===== config.mk =====
export PLATFORM = sky130hd
export DESIGN_NAME = decode_stage
export DESIGN_NICKNAME = d
export VERILOG_FILES = /design/src/rtl/decode_stage_pkg.sv /design/src/rtl/decode_stage_scoreboard.sv /design/src/rtl/decode_stage.sv
export SDC_FILE = /design/constraint.sdc
export NUM_CORES = 2
export LEC_CHECK = 0
export BUFFER_PORTS_ARGS = -buffer_cell sky130_fd_sc_hd__clkbuf_2
export CAP_MARGIN = 15
export CORE_ASPECT_RATIO = 0.7
export CORE_MARGIN = 4
export CORE_UTILIZATION = 55
export CTS_BUF_LIST = sky130_fd_sc_hd__clkbuf_4
export CTS_CLUSTER_DIAMETER = 100
export DETAILED_ROUTE_END_ITERATION = 8
export PLACE_DENSITY = 0.7
export SLEW_MARGIN = 30
export SYNTH_ARGS = -nofsm -noshare
export SYNTH_HDL_FRONTEND = slang
export SYNTH_SLANG_ARGS = --single-unit
export TNS_END_PERCENT = 1

===== constraint.sdc =====
create_clock -name clk -period 9.31 [get_ports clk]
set_input_delay 0.931 -clock clk [delete_from_list [all_inputs] [get_ports clk]]
set_output_delay 0.931 -clock clk [all_outputs]
set_load 0.005 [all_outputs]

===== src/rtl/decode_stage_pkg.sv =====
// rtl/decode_stage_pkg.sv - shared types, opcodes and latch layouts for the decode stage
package decode_stage_pkg;

    localparam int DBITS    = 32;
    localparam int INSTBITS = 32;
    localparam int REGNO    = 32;
    localparam int REGBITS  = 5;
    localparam int SBBITS   = 2;

    typedef enum logic [3:0] {
        OPC_INVALID = 4'd0,
        OPC_ALU_R   = 4'd1,
        OPC_ALU_I   = 4'd2,
        OPC_LOAD    = 4'd3,
        OPC_STORE   = 4'd4,
        OPC_BRANCH  = 4'd5,
        OPC_JAL     = 4'd6,
        OPC_JALR    = 4'd7,
        OPC_LUI     = 4'd8,
        OPC_AUIPC   = 4'd9
    } op_class_t;

    localparam logic [6:0] OP_LUI    = 7'b0110111;
    localparam logic [6:0] OP_AUIPC  = 7'b0010111;
    localparam logic [6:0] OP_JAL    = 7'b1101111;
    localparam logic [6:0] OP_JALR   = 7'b1100111;
    localparam logic [6:0] OP_BRANCH = 7'b1100011;
    localparam logic [6:0] OP_LOAD   = 7'b0000011;
    localparam logic [6:0] OP_STORE  = 7'b0100011;
    localparam logic [6:0] OP_ALU_I  = 7'b0010011;
    localparam logic [6:0] OP_ALU_R  = 7'b0110011;

    // Field order is MSB first, matching the flat latch vectors on the ports.
    typedef struct packed {
        logic                valid;
        logic [INSTBITS-1:0] inst;
        logic [DBITS-1:0]    pc;
        logic [DBITS-1:0]    pcplus;
        logic [DBITS-1:0]    inst_count;
    } fe_latch_t;

    typedef struct packed {
        logic                valid;
        logic [INSTBITS-1:0] inst;
        logic [DBITS-1:0]    pc;
        logic [DBITS-1:0]    pcplus;
        logic [DBITS-1:0]    inst_count;
        op_class_t           op_class;
        logic [REGBITS-1:0]  rd;
        logic [DBITS-1:0]    rs1_val;
        logic [DBITS-1:0]    rs2_val;
        logic [DBITS-1:0]    imm;
        logic                wr_reg;
    } de_latch_t;

    localparam int FE_LATCH_W = $bits(fe_latch_t);
    localparam int DE_LATCH_W = $bits(de_latch_t);

    function automatic op_class_t classify(input logic [6:0] opcode);
        case (opcode)
            OP_ALU_R:  return OPC_ALU_R;
            OP_ALU_I:  return OPC_ALU_I;
            OP_LOAD:   return OPC_LOAD;
            OP_STORE:  return OPC_STORE;
            OP_BRANCH: return OPC_BRANCH;
            OP_JAL:    return OPC_JAL;
            OP_JALR:   return OPC_JALR;
            OP_LUI:    return OPC_LUI;
            OP_AUIPC:  return OPC_AUIPC;
            default:   return OPC_INVALID;
        endcase
    endfunction

endpackage


===== src/rtl/decode_stage_scoreboard.sv =====
// rtl/decode_stage_scoreboard.sv - per-register in-flight writer counters for RAW detection
module decode_stage_scoreboard
    import decode_stage_pkg::*;
#(
    parameter int REGNO   = decode_stage_pkg::REGNO,
    parameter int REGBITS = decode_stage_pkg::REGBITS,
    parameter int SBBITS  = decode_stage_pkg::SBBITS
) (
    input  logic               clk,
    input  logic               reset,
    input  logic [REGBITS-1:0] rs1,
    input  logic [REGBITS-1:0] rs2,
    input  logic               inc,
    input  logic [REGBITS-1:0] inc_rd,
    input  logic               wb_we,
    input  logic [REGBITS-1:0] wb_rd,
    output logic               busy1,
    output logic               busy2
);

    logic [REGNO-1:0][SBBITS-1:0] cnt;
    logic                         dec;

    assign dec = wb_we && (wb_rd != '0);

    // A writer retiring this cycle no longer counts, so its readers can use the bypass.
    function automatic logic eff_busy(input logic [REGBITS-1:0] r);
        logic [SBBITS-1:0] hit;
        if (r == '0)
            return 1'b0;
        hit = SBBITS'(wb_we && (wb_rd == r));
        return (cnt[r] - hit) != '0;
    endfunction

    assign busy1 = eff_busy(rs1);
    assign busy2 = eff_busy(rs2);

    always_ff @(posedge clk) begin
        if (reset) begin
            cnt <= '0;
        end else begin
            for (int r = 1; r < REGNO; r++) begin
                if (inc && (inc_rd == REGBITS'(r)) && !(dec && (wb_rd == REGBITS'(r))))
                    cnt[r] <= cnt[r] + 1'b1;
                else if (dec && (wb_rd == REGBITS'(r)) && !(inc && (inc_rd == REGBITS'(r))))
                    cnt[r] <= cnt[r] - 1'b1;
            end
        end
    end

    always_ff @(posedge clk) begin
        if (!reset) begin
            if (inc && !(dec && (wb_rd == inc_rd)))
                assert (cnt[inc_rd] != '1) else $error("scoreboard overflow on x%0d", inc_rd);
            if (dec && !(inc && (inc_rd == wb_rd)))
                assert (cnt[wb_rd] != '0) else $error("scoreboard underflow on x%0d", wb_rd);
        end
    end

endmodule


===== src/rtl/decode_stage.sv =====
// rtl/decode_stage.sv - FE latch consumer: decode, register read, hazard stall, DE latch
module decode_stage
    import decode_stage_pkg::*;
#(
    parameter int DBITS    = decode_stage_pkg::DBITS,
    parameter int INSTBITS = decode_stage_pkg::INSTBITS,
    parameter int REGNO    = decode_stage_pkg::REGNO,
    parameter int REGBITS  = decode_stage_pkg::REGBITS,
    parameter int SBBITS   = decode_stage_pkg::SBBITS
) (
    input  logic                                       clk,
    input  logic                                       reset,
    input  logic [1+INSTBITS+3*DBITS-1:0]              fe_latch_in,
    input  logic                                       agex_flush,
    input  logic                                       wb_we,
    input  logic [REGBITS-1:0]                         wb_rd,
    input  logic [DBITS-1:0]                           wb_data,
    output logic                                       stall_to_fe,
    output logic [1+INSTBITS+3*DBITS+4+REGBITS+3*DBITS:0] de_latch_out
);

    fe_latch_t          fe;
    de_latch_t          de_q;
    de_latch_t          de_next;
    op_class_t          op_class;
    logic [6:0]         opcode;
    logic [REGBITS-1:0] rd;
    logic [REGBITS-1:0] rs1;
    logic [REGBITS-1:0] rs2;
    logic [DBITS-1:0]   imm;
    logic               use_rs1;
    logic               use_rs2;
    logic               wr_reg;
    logic               busy1;
    logic               busy2;
    logic               issue;
    logic [DBITS-1:0]   rf [REGNO];

    assign fe     = fe_latch_in;
    assign opcode = fe.inst[6:0];
    assign rd     = fe.inst[11:7];
    assign rs1    = fe.inst[19:15];
    assign rs2    = fe.inst[24:20];
    assign op_class = classify(opcode);

    always_comb begin
        imm     = '0;
        use_rs1 = 1'b0;
        use_rs2 = 1'b0;
        wr_reg  = 1'b0;
        case (op_class)
            OPC_ALU_R:  begin use_rs1 = 1'b1; use_rs2 = 1'b1; wr_reg = 1'b1; end
            OPC_ALU_I, OPC_LOAD, OPC_JALR: begin
                imm = {{(DBITS-12){fe.inst[31]}}, fe.inst[31:20]};
                use_rs1 = 1'b1;
                wr_reg  = 1'b1;
            end
            OPC_STORE: begin
                imm = {{(DBITS-12){fe.inst[31]}}, fe.inst[31:25], fe.inst[11:7]};
                use_rs1 = 1'b1;
                use_rs2 = 1'b1;
            end
            OPC_BRANCH: begin
                imm = {{(DBITS-13){fe.inst[31]}}, fe.inst[31], fe.inst[7],
                       fe.inst[30:25], fe.inst[11:8], 1'b0};
                use_rs1 = 1'b1;
                use_rs2 = 1'b1;
            end
            OPC_JAL: begin
                imm = {{(DBITS-21){fe.inst[31]}}, fe.inst[31], fe.inst[19:12],
                       fe.inst[20], fe.inst[30:21], 1'b0};
                wr_reg = 1'b1;
            end
            OPC_LUI, OPC_AUIPC: begin
                imm = {{(DBITS-32){fe.inst[31]}}, fe.inst[31:12], 12'b0};
                wr_reg = 1'b1;
            end
            default: ;
        endcase
        if (rd == '0)
            wr_reg = 1'b0;
    end

    // WB data is forwarded combinationally so a same-cycle retire unblocks the reader.
    function automatic logic [DBITS-1:0] read_reg(input logic [REGBITS-1:0] r);
        if (r == '0)
            return '0;
        if (wb_we && (wb_rd == r))
            return wb_data;
        return rf[r];
    endfunction

    decode_stage_scoreboard #(
        .REGNO   (REGNO),
        .REGBITS (REGBITS),
        .SBBITS  (SBBITS)
    ) u_sb (
        .clk    (clk),
        .reset  (reset),
        .rs1    (rs1),
        .rs2    (rs2),
        .inc    (issue && wr_reg),
        .inc_rd (rd),
        .wb_we  (wb_we),
        .wb_rd  (wb_rd),
        .busy1  (busy1),
        .busy2  (busy2)
    );

    assign stall_to_fe = fe.valid && !agex_flush && ((use_rs1 && busy1) || (use_rs2 && busy2));
    assign issue       = fe.valid && !agex_flush && !stall_to_fe;

    always_comb begin
        de_next = '0;
        if (issue) begin
            de_next.valid      = 1'b1;
            de_next.inst       = fe.inst;
            de_next.pc         = fe.pc;
            de_next.pcplus     = fe.pcplus;
            de_next.inst_count = fe.inst_count;
            de_next.op_class   = op_class;
            de_next.rd         = rd;
            de_next.rs1_val    = read_reg(rs1);
            de_next.rs2_val    = read_reg(rs2);
            de_next.imm        = imm;
            de_next.wr_reg     = wr_reg;
        end
    end

    always_ff @(posedge clk) begin
        if (reset)
            de_q <= '0;
        else
            de_q <= de_next;
    end

    always_ff @(posedge clk) begin
        if (reset) begin
            for (int r = 0; r < REGNO; r++)
                rf[r] <= '0;
        end else if (wb_we && (wb_rd != '0)) begin
            rf[wb_rd] <= wb_data;
        end
    end

    assign de_latch_out = de_q;

endmodule

### Word level (Yosys, flattened, before mapping)

Memories as Yosys holds them, arrays and structs flattened.
Index checks and enable logic that the tools add are counted.
W data, S select, Z words.

| storage, ports and cells | value |
|---|---|
| bits in registers | 297 |
| latch bits | 0 |
| bits in writable memories | 1024 |
| ROM bits | 0 |
| bits of input ports | 170 |
| output and inout bits | 236 |
| memories kept | 1 |

Memory list:

| name | depth | bits a word | read ports | clocked after Yosys merged registers in | write ports | line | RTL |
|---|---|---|---|---|---|---|---|
| rf | 32 | 32 | 2 | 0 | 32 | decode_stage.sv:37 | `logic [DBITS-1:0] rf [REGNO];` |

| cells by class | value |
|---|---|
| $add $sub $neg | 64 |
| multipliers | 0 |
| div/mod/pow operators | 0 |
| order comparisons | 2 |
| equality and inequality tests | 82 |
| shift-type cells | 0 |
| mux-type cells | 103 |
| bitwise gates (word level) | 1 |
| reductions and logical operators | 242 |

Operators with widths:

| operator | number |
|---|---|
| $mux W32 | 9 |
| $mux W235 | 1 |
| $eq A5 B5 Y1 const B | 32 |
| $pmux W32 S5 | 1 |
| $logic_and A1 B1 Y1 | 133 |
| $mux W2 | 64 |
| $eq A5 B4 Y1 const B | 16 |
| $reduce_bool A2 Y1 | 33 |
| $logic_not A1 Y1 | 64 |
| $add A2 B1 Y2 const B | 31 |
| $sub A2 B1 Y2 const B | 31 |
| $eq A5 B3 Y1 const B | 8 |
| $pmux W4 S9 | 1 |
| $reduce_or A32 Y1 | 1 |
| $mux W1 | 24 |
| $eq A7 B6 Y1 const B | 3 |
| $eq A7 B7 Y1 const B | 3 |
| $bmux W2 S5 | 2 |
| $eq A5 B2 Y1 const B | 4 |
| $eq A4 B3 Y1 const B | 4 |
| $logic_not A5 Y1 | 3 |
| $eq A7 B5 Y1 const B | 2 |
| $lt A5 B6 Y1 const B | 2 |
| $eq A5 B1 Y1 const B | 2 |
| 14 further kinds | 20 |

### Longest topological paths before layout

| depth | value |
|---|---|
| word-level depth | 16 |
| depth in mapped cells | 16 |
| depth with buffers taken out | 12 |

### Cells and area by module

A second synthesis with hierarchy kept.

| unflattened totals | value |
|---|---|
| cell total of the unflattened synthesis | 4524 |
| area, all modules | 64819.7 um2 |

By module, submodules not included:

| module | times used | cells each | area an instance (um2) | seq. area each (um2) |
|---|---|---|---|---|
| decode_stage | 1 | 4011 | 60211.5 | 35353.9 |
| decode_stage_scoreboard | 1 | 513 | 4608.2 | 1241.2 |

### Least setup slack after synthesis

OpenSTA, ideal clock, no wires.

| timing path | value |
|---|---|
| path type | input to output |
| from | input fe_latch_in[111] |
| to | output stall_to_fe |
| data arrival time | 2.874 ns |
| data required time | 8.379 ns |
| slack | 5.505 ns |
| stages on the path | 11 |
| buffers on the path | 3 |
| path through | buf_4 > mux4_2 > nor2b_1 > nor3_1 > a21oi_1 > nand3_1 > xnor2_1 > a221o_1 > buf_2 > clkbuf_1 > and2_1 |

| between the ends | value |
|---|---|
| cells in the longest elaborated chain, start to end | 8 |
| elaborated cells between the ends (all ways) | 12 |

RTL lines:

| item | line | RTL |
|---|---|---|
| start: declaration | decode_stage.sv:13 | `input logic [1+INSTBITS+3*DBITS-1:0] fe_latch_in,` |
| $bmux W2 S5 / $eq A5 B5 Y1 (equally long branches) | decode_stage_scoreboard.sv:32, decode_stage_scoreboard.sv:31 |  |
| $mux W2 (implied by the code) / $logic_and A1 B1 Y1 (equally long branches) | decode_stage_scoreboard.sv:32, decode_stage_scoreboard.sv:31 |  |
| $sub A2 B1 Y2 | decode_stage_scoreboard.sv:32 | `return (cnt[r] - hit) != '0;` |
| $reduce_bool A2 Y1 | decode_stage_scoreboard.sv:32 |  |
| $mux W1 (*) | decode_stage_scoreboard.sv:31 | `hit = SBBITS'(wb_we && (wb_rd == r));` |
| $logic_and A1 B1 Y1 (*) | decode_stage.sv:110 | `assign stall_to_fe = fe.valid && !agex_flush && ((use_rs1 && busy1) \|\| (use_rs2 && busy2));` |
| $logic_or A1 B1 Y1 (*) | decode_stage.sv:110 |  |
| $logic_and A1 B1 Y1 (*) | decode_stage.sv:110 |  |
| end: declaration | decode_stage.sv:18 | `output logic stall_to_fe,` |

Mark *: on every way between the ends. The rest lies on a longest branch, timed or not. The select of a mux whose other input is x is not followed.

### Final worst setup path

| timing path | value |
|---|---|
| from | input fe_latch_in[117] |
| to | output stall_to_fe |

Same word-level chain as after synthesis.

==> summary.md <==
| Metric | Value |
|---|---|
| Placement Rows | `between 100 and 150` |
| Number of vias per cell | `6.57` |
| Synthesis Warnings | `0` |
| Aggregate global routing overflow | `0` |
| Clock net sink count | `1316` |
| Number of flops mapped to enable cells by yosys | `1024` |
| Number of cells in the finished layout apart from fillers | `~6900` |
| Mapped Area | `~66000 um2` |
| Final #Nets | `5334` |
| Wire length after detailed routing | `218000 um` |
| Max transition margin | `0.292` |
| Maximum fanout along the worst path | `79` |
| 1st-iter DRT viols | `7105` |
| Post-route standard cell area excluding fillers | `~75000 um2` |
| Most common flop cell mapped by yosys | `edfxtp_1` |
| Fmax | `between 150 and 200 MHz` |
| Final clock skew | `0.0825 ns` |
| Die span in y | `298 um` |
| Maximum resistive drop on vdd | `0.000131 V` |
| Transition time of the tightest slew-check pin | `about 1.1 ns` |
| Async set-or-reset flop fraction in the synthesized netlist | `0` |
| Dominant cell type by area after synthesis | `edfxtp_1` |
| Number of max-cap violations | `0` |
| Critical Setup Path Class | `in -> out` |
| Worst setup slack after layout | `about 3.6 ns` |
| CP max-delay cell | `buf_4` |
| Share of the synthesized area in the top cell type | `0.466` |
| Cell chain of the critical path | `buf_8 > buf_4 > nor2b_1 > a22oi_1 > nand3_1 > nand4_1 > xor2_1 > o21ai_1 > a221o_4 > buf_4 > and2_1 > clkbuf_2` |
| Required @ worst endpoint | `about 8.4 ns` |
| Number of nets still failing antenna checks after routing | `0` |
| P per Cell Area | `177 nW/um2` |
| Unrepaired setup endpoints after global routing | `no` |
| First-pass GRT wire length | `313000 um` |
| Count of buffers inserted at the top-level ports | `approximately 410` |
| Signal arrival time at the worst endpoint | `between 4 and 5 ns` |
| Number of fillers in the final layout | `a little under 9000` |
| Clk root buf | `clkbuf_4` |
| Clock-pin slew on the worst setup and hold paths | `~0.070 ns` |
| Clock period minus final worst setup slack | `5.69 ns` |
| Count of state elements after synthesis | `between 1000 and 1500` |
| Core area | `119000 um2` |
| Number of levels the H-tree was split into | `5` |
| Worst min-delay path class | `in -> reg` |
| Gpl congestion | `0.893` |
| Effective utilization at floorplan | `0.553` |
| Portion of the post-synthesis area used by sequential elements | `0.554` |
| Vias after detailed routing | `roughly 46000` |
| Number of detailed-route iterations in the first pass | `5` |
| Count of boundary I/O pins | `406` |
| Die X | `422 um` |
| Count of cell types in the netlist | `between 40 and 50` |
| Worst Setup Start Kind | `input pin` |
| Placement Setup Slack | `3.29 ns` |
| Post-synthesis average cell area | `14.4 um2` |
| Maximum number of pins on one net before global-route repair | `130` |
| Power after layout | `13200 uW` |
| Final worst path period share | `0.611` |
| Cell count after synthesis | `~4600` |
| Insertion delay of the later-clocked pin in the worst-skew pair | `between 1 and 1.5 ns` |
| Number of buffers created by CTS | `between 300 and 400` |
| Final HPWL DP | `120000 um` |
| Final count of negative-setup-slack endpoints | `0` |
| Area Overhead vs Synth | `13.4%` |
| All-Layer GR Usage | `0.345` |
| Lkg Pwr | `0.0277 uW` |
| Most used cells in the layout excluding fill and tap cells | `edfxtp_1, and2_1, mux4_2` |
| Residual DRC count | `0` |
| Crit. End Element | `output port` |
| TritonCTS clock tree | `built` |
| Quantity of hold-fixing buffers added after cts | `120` |
| Leading cell types by total area after synthesis | `edfxtp_1, mux4_2, and2_1, dfxtp_1, clkbuf_1` |
| Outcome | `completed` |
| Most prevalent standard cell on the critical path | `buf_4` |
| Die area | `126000 um2` |
| Wire length per cell after detailed routing | `31.4 um` |
| Post-Place Cell Area | `69400 um2` |
| Initial antenna violation count | `19` |
| CP max stage delay | `0.89 ns` |
| Leading cell type in the layout, fill and taps excluded | `edfxtp_1` |
| Number of global-route vias before repair | `~45000` |
| Count of buffers added by post-CTS timing repair for setup | `0` |
| Clock Path Buffers | `4` |
| Placed cell count | `6238` |
| Fraction of layout instances using a drive strength above 1 | `0.324` |
| Number of cells upsized or downsized after cts | `0` |
| Final count of pins violating max slew | `0` |
| Final hold violation count | `0` |
| Aggregate negative setup slack | `0 ns` |
[cells in the mapped netlist (all sizes together) (38+ instances only)]
cell,instances
edfxtp,1024
and2,996
mux4,644
clkbuf,325
dfxtp,292
nor2,267
nand2,255
buf,141
mux2i,91
xor2,73
a21oi,71
o211ai,64
nor3,42
nand2b,38
[sequential cells by signal, indices dropped and copies added (netlist names)]
name and cells:
rf 1024, u_sb.cnt 62, de_latch_out 230
[per-stage QoR]
step / hold slack [ns] / util
after detailed placement: 0.491 / 0.582
after global placement: 0.481 / 0.581
after CTS: 0.0193 / 0.626
final: 0.180 / 0.627
after floorplan: 0.465 / -
after global routing: 0.0844 / 0.627
[logic make-up after synthesis]
family                   synth area share
XOR/XNOR                           0.0101
flip-flops                          0.554
AO/OA/AOI/OAI                      0.0217
multiplexers                        0.234
buffers and inverters              0.0298
other                           0.0000568
adder cells (fa/ha/maj)           0.00587
AND/OR/NAND/NOR                     0.144
[area by class of cell]
cell class	count	area [um2]	share of cell area
Antenna cell	22	55.1	0.000735
Clock buffer	484	3630	0.0485
Clock inverter	82	480	0.00641
Inverter	1	3.75	0.0000501
Multi-Input combinational cell	2847	28000	0.373
Sequential cell	1316	36600	0.489
Tap cell	1566	1960	0.0262
Timing Repair Buffer	631	4200	0.0561
[report_power, final]
| part | total (uW) | internal, uW | leakage (uW) | switching [uW] |
|---|---|---|---|---|
| Sequential | 6770 | 6620 | 0.0121 | 151 |
| Clock | 4960 | 2540 | 0.00246 | 2420 |
| Combinational | 1500 | 689 | 0.0131 | 815 |
| Total | 13200 | 9850 | 0.0277 | 3390 |
[routing by layer]
layer  vias to the layer above  global-route usage  part of all wire
met4                         6               0.144             0.037
met5                         -                   0           0.00016
met1                     23000               0.480              0.37
met3                       574               0.110              0.14
li1                      18500                   -                 -
met2                      3641               0.508              0.45
[critical path: cells and delay by family]
family,cells,cell delay [ns]
buf+inv,4,1.77
compound gates,3,1.02
xor+xnor,1,0.17
simple gates,4,0.72
[worst paths after layout]
path / start / slack [ns] / to / depth (start not counted)
hold / removal: fe_latch_in[114] / 0.18 / de_latch_out[220] / 3
setup reg to reg: u_sb.cnt[12] / 5.03 / u_sb.cnt[15] / 12
hold reg to reg: u_sb.cnt[21] / 0.50 / u_sb.cnt[21] / 2
setup / recovery: fe_latch_in[117] / 3.62 / stall_to_fe / 12
Note: power is estimated with default switching activity, not from simulation.
